<file path="src/rtl/scan_chain_ctrl.sv">
// Scan chain sequencer: accepts a parallel word over valid/ready, shifts it
// MSB-first into an external scan chain and captures the displaced chain
// contents from scan_out as a parallel readback word.
module scan_chain_ctrl #(
    parameter int unsigned LEN   = 8,
    parameter int unsigned CNT_W = $clog2(LEN + 1)
) (
    input  logic           clk,
    input  logic           reset,
    input  logic           cfg_valid,
    output logic           cfg_ready,
    input  logic [LEN-1:0] cfg_data,
    input  logic           abort,
    output logic           scan_en,
    output logic           scan_in,
    input  logic           scan_out,
    output logic           busy,
    output logic           done,
    output logic           rb_valid,
    output logic [LEN-1:0] rb_data
);

    typedef enum logic [1:0] {
        IDLE  = 2'd0,
        SHIFT = 2'd1,
        DONE  = 2'd2
    } state_t;

    state_t           state, state_next;
    logic [CNT_W-1:0] count, count_next;
    logic [LEN-1:0]   tx, tx_next;
    logic [LEN-1:0]   rb_next;
    logic             scan_en_next, scan_in_next, done_next, rb_valid_next;

    logic [LEN-1:0]   tx_shifted;
    logic [LEN-1:0]   rb_shifted;

    // Next tx word; its MSB is the bit to present on scan_in after this edge
    // (zero when LEN is 1, as the only bit has already been presented).
    assign tx_shifted = tx << 1;

    // Readback shift: the chain MSB enters at bit 0 so the first sample ends
    // up at the top once all LEN samples have been taken.
    if (LEN == 1) begin : g_rb_one
        assign rb_shifted = scan_out;
    end else begin : g_rb_many
        assign rb_shifted = {rb_data[LEN-2:0], scan_out};
    end

    assign cfg_ready = (state == IDLE) && !reset;
    assign busy      = (state == SHIFT);

    // State and registered outputs, asynchronously cleared by reset.
    always_ff @(posedge clk or posedge reset) begin
        if (reset) begin
            state    <= IDLE;
            count    <= '0;
            tx       <= '0;
            rb_data  <= '0;
            scan_en  <= 1'b0;
            scan_in  <= 1'b0;
            done     <= 1'b0;
            rb_valid <= 1'b0;
        end else begin
            state    <= state_next;
            count    <= count_next;
            tx       <= tx_next;
            rb_data  <= rb_next;
            scan_en  <= scan_en_next;
            scan_in  <= scan_in_next;
            done     <= done_next;
            rb_valid <= rb_valid_next;
        end
    end

    // Next-state and next-output decode for the IDLE/SHIFT/DONE sequence.
    always_comb begin
        state_next    = state;
        count_next    = count;
        tx_next       = tx;
        rb_next       = rb_data;
        scan_en_next  = scan_en;
        scan_in_next  = scan_in;
        done_next     = 1'b0;
        rb_valid_next = rb_valid;

        case (state)
            IDLE: begin
                scan_en_next = 1'b0;
                scan_in_next = 1'b0;
                if (cfg_valid) begin
                    tx_next       = cfg_data;
                    count_next    = CNT_W'(LEN);
                    scan_en_next  = 1'b1;
                    scan_in_next  = cfg_data[LEN-1];
                    rb_valid_next = 1'b0;
                    state_next    = SHIFT;
                end
            end
            SHIFT: begin
                // The chain shifts on this edge too, so capture and advance
                // even when aborting; the abort only stops further shifts.
                rb_next      = rb_shifted;
                tx_next      = tx_shifted;
                scan_in_next = tx_shifted[LEN-1];
                count_next   = count - CNT_W'(1);
                if (abort) begin
                    scan_en_next = 1'b0;
                    scan_in_next = 1'b0;
                    count_next   = '0;
                    state_next   = IDLE;
                end else if (count == CNT_W'(1)) begin
                    scan_en_next  = 1'b0;
                    scan_in_next  = 1'b0;
                    done_next     = 1'b1;
                    rb_valid_next = 1'b1;
                    state_next    = DONE;
                end
            end
            DONE: begin
                state_next = IDLE;
            end
            default: begin
                state_next = IDLE;
            end
        endcase
    end

endmodule

</file>
<file path="config.mk">
export PLATFORM = sky130hd
export DESIGN_NAME = scan_chain_ctrl
export DESIGN_NICKNAME = d
export VERILOG_FILES = /design/src/rtl/scan_chain_ctrl.sv
export SDC_FILE = /design/constraint.sdc
export NUM_CORES = 1
export LEC_CHECK = 0
export BUFFER_PORTS_ARGS = -buffer_cell sky130_fd_sc_hd__buf_2
export CAP_MARGIN = 20
export CORE_MARGIN = 2
export CORE_UTILIZATION = 25
export CTS_BUF_LIST = sky130_fd_sc_hd__clkbuf_2 sky130_fd_sc_hd__clkbuf_4 sky130_fd_sc_hd__clkbuf_8
export DETAILED_ROUTE_END_ITERATION = 8
export GPL_TIMING_DRIVEN = 1
export HOLD_SLACK_MARGIN = 0.15
export PLACE_DENSITY = 0.54
export SLEW_MARGIN = 15
export SYNTH_ARGS = -nofsm -noshare
export SYNTH_HDL_FRONTEND = slang
export SYNTH_SLANG_ARGS = --single-unit
</file>
<file path="constraint.sdc">
create_clock -name clk -period 1.9 [get_ports clk]
set_input_delay 0 -clock clk [delete_from_list [all_inputs] [get_ports clk]]
set_output_delay 0 -clock clk [all_outputs]
set_load 0.02 [all_outputs]
</file>
==> results.py <==
metrics = {
    "critical_path": {
        "path_delay_family": "flip-flops",
        "cp-end-kind": "flip-flop",
        "rrSetupSlack_ns": 0.43,
        "worstSetupPathType": "reg -> reg",
        "cp.depth": 4,
        "cp_cell_sequence": "nand2b_1 > clkinv_8 > o21ai_2 > a211o_1",
        "worstPathArrival_ns": 1.63,
        "cp-start-kind": "flip-flop",
        "cp_max_fo": 16,
        "r2r-start": "state[0]",
        "ff2ff_path_depth": 4,
        "cpMaxStageDelayCell": "dfrtp_1",
        "path_buf_inv": 1,
        "slowest_delay_ns": 0.63,
        "r2r_end": "count[3]",
        "critPathRequiredTime_ns": 2.06,
    },
    "logic_synthesis": {
        "syn_area_per_cell_um2": 9.92,
        "synth_top_area_cell": "dfrtp_1",
        "ys_seq_area_share_pct": 54.8,
        "synth_area_leaders": "dfrtp_1 (55%), nand2_1 (12%), o21ai_0 (3.5%), a22oi_1 (2.6%), a21oi_1 (2.2%)",
        "synth_cells": 115,
        "ys_types": 26,
        "ys_ff_latch": 25,
        "synth_top_area_share_pct": 54.8,
        "synthesis.nets": 130,
        "synth_area_um2": 1140,
        "synth_warnings": 0,
    },
    "sta": {
        "hold_viol_final": 0,
        "setup_ws_ns": 0.431,
        "fin_setup_tns_ns": 0,
        "drv_slew": 0,
        "fin_skew_ns": 0.00137,
        "post-route-min-period_ns": 1.47,
        "final.period_utilization_pct": 77.3,
        "worstMarginPinSlew_ns": 0.458,
        "maxSlewHeadroom_pct": 69.4,
        "setup_violations": 0,
        "max_freq_mhz": 681,
        "grt_setup_unrepaired": "no",
    },
    "grt": {
        "grt_pass1_vias": 990,
        "gr-total-overflow": 0,
        "grt_max_degree": 26,
        "gr-usage-all-layers_pct": 10.7,
        "grt_first_pass_wirelength_mm": 4.42,
        "grt_antenna_before_repair": 0,
    },
    "floorplan": {
        "chipHeight_um": 71.6,
        "num_rows": 24,
        "initial_core_util_pct": 26.0,
        "die_w_um": 71.6,
        "coreArea_um2": 4380,
        "die_area_um2": 5120,
        "design.portCount": 27,
    },
    "power": {
        "power_density_nw_per_um2": 1320,
        "irDropWorstVdd_uv": 460,
        "power_leakage_nw": 0.752,
    },
    "min_path": {
        "hp-start": "cfg_data[3]",
        "min_delay_worst_endpoint": "tx[3]",
        "whs_path_depth": 4,
        "hold_path.class": "in -> reg",
    },
    "cells_and_area": {
        "diodes": 0,
        "area_delta_synth_final_pct": 30.5,
        "drive_above_1_share_pct": 25.2,
        "nets": 171,
    },
    "clock_tree": {
        "clk_path_buf_depth": 2,
        "clk_latency_ns": 0.26,
        "cts_setup_buffers": 0,
        "cts_tree": "yes",
        "root_buffer": "clkbuf_8",
        "cts_sinks": 25,
        "cts_buffers": 3,
        "htreeDepth": 1,
        "path_clk_slew_ns": 0.09,
    },
    "place": {
        "place_hpwl_mm": 1.76,
        "place.gp.congestion": 0.748,
        "pre_cts_ws_ns": 0.448,
        "portBuffers": 26,
    },
    "outcome": {
        "outcome": "complete, no violations",
    },
    "detailed_routing": {
        "via_per_inst": 4.55,
        "routed_wl_mm": 2.48,
        "detail_route.drc_violations": 0,
        "drt_iter0_drc": 59,
        "via_count": 942,
        "post_drt_wl_per_cell_um": 12.0,
        "ant_nets": 0,
        "drt-pass1-iter-count": 4,
    },
    "job": {
        "drv_cap": 0,
    },
}
[worst max-delay path by stage]
| stage | startpoint | slack, ns | endpoint |
|---|---|---|---|
| 2_1_floorplan | count[1] | 0.63 | rb_valid |
| 3_3_place_gp | state[0] | 0.49 | count[3] |
| 3_5_place_dp | state[0] | 0.45 | count[3] |
| 4_1_cts | state[0] | 0.43 | busy |
| 5_1_grt | state[0] | 0.27 | count[3] |
| 6_report | state[0] | 0.43 | count[3] |
[cell families (layout without fill, tap and decap cells)]
group                    after synthesis  count (layout)  share of synthesized area [%]
AO/OA/AOI/OAI                         25              25                           14.5
adder cells (fa/ha/maj)                2               2                           2.19
AND/OR/NAND/NOR                       53              53                           22.6
multiplexers                           1               1                          0.877
buffers and inverters                  9              49                           5.04
flip-flops                            25              25                           54.8
[worst reg2reg max path, delay by kind of cell, from the launching register on]
| family | cells | cell delay, ns |
|---|---|---|
| buffers and inverters | 1 | 0.12 |
| AND/OR/NAND/NOR | 1 | 0.27 |
| AO/OA/AOI/OAI | 2 | 0.33 |
| flip-flops | 1 | 0.63 |
[placed cells by master (no fill, tap or decap), types with 3 or more instances in the layout]
cell type | netlist | final
a21oi_1 | 5 | 5
a22oi_1 | 4 | 4
buf_2 | 3 | 26
buf_4 | 0 | 4
clkbuf_8 | 0 | 3
dfrtp_1 | 25 | 25
dlygate4sd3_1 | 0 | 10
inv_1 | 4 | 4
nand2_1 | 35 | 35
nand2b_1 | 4 | 4
nor2_1 | 3 | 3
nor3_1 | 3 | 3
o21ai_0 | 8 | 8
[layer usage]
| layer | up-vias | wire [µm] | GRT usage [%] |
|---|---|---|---|
| met4 | 0 | 21 | 2.94 |
| li1 | 468 | - | - |
| met1 | 452 | 1110 | 13.6 |
| met2 | 20 | 1220 | 18.2 |
| met3 | 2 | 125 | 2.39 |
| met5 | - | 0 | 0 |
[cell usage after synthesis]
| master | count |
|---|---|
| o21ai_0 | 8 |
| mux2i_1 | 1 |
| and3b_1 | 2 |
| o22a_1 | 1 |
| o31ai_1 | 2 |
| ha_1 | 2 |
| buf_2 | 3 |
| a22oi_1 | 4 |
| o21bai_2 | 1 |
| dfrtp_1 | 25 |
| clkinv_8 | 1 |
| nor4b_1 | 1 |
| nand2b_1 | 4 |
| a211o_1 | 1 |
| nand2_1 | 35 |
| nor3_4 | 1 |
| nor2_1 | 3 |
| nor3_1 | 3 |
| a2bb2oi_1 | 2 |
| or3b_4 | 1 |
| a21oi_1 | 5 |
| nand4b_1 | 1 |
| nor2b_1 | 2 |
| buf_6 | 1 |
| inv_1 | 4 |
| o21ai_2 | 1 |
[stage by stage]
stage | cell area [µm²] | util, % | power (W) | cells | hold WS (ns)
6_report | 1490 | 34.0 | 0.00197 | 207 | 0.154
5_1_grt | 1490 | 34.0 | 0.00214 | 207 | 0.248
3_5_place_dp | 1340 | 30.6 | 0.00164 | 193 | 0.0860
2_1_floorplan | 1140 | - | 0.00141 | 115 | 0.0273
3_3_place_gp | 1340 | 30.6 | 0.00162 | 193 | 0.0797
4_1_cts | 1490 | 34.0 | 0.00199 | 207 | 0.165
[state kept, by name, summed over array words and instances, names as in the netlist]
name / count
rb_data: 8
tx: 7
count: 4
scan_en: 1
rb_valid: 1
state: 2
scan_in: 1
done: 1
[what timing repair did]
action                                  CTS  global route
endpoints found under the setup margin    0             0
resized for setup                         0             0
hold buffers                             10             0
endpoints found under the hold margin    34             0
[where the power goes]
group          internal, W  switching (W)  total (W)
clock             0.000164       0.000169   0.000333
sequential        0.000731       0.000166   0.000897
combinational     0.000297       0.000440   0.000737
total              0.00119       0.000774    0.00197
[area by class of cell]
class	count	area [µm²]
flip-flops and latches	25	626
well taps	52	65.1
inverters	5	31.3
clock buffers	4	48.8
repair buffers	40	260
multi-input cells	81	458
fillers	469	2900
Power figures use the tool's default switching activity.
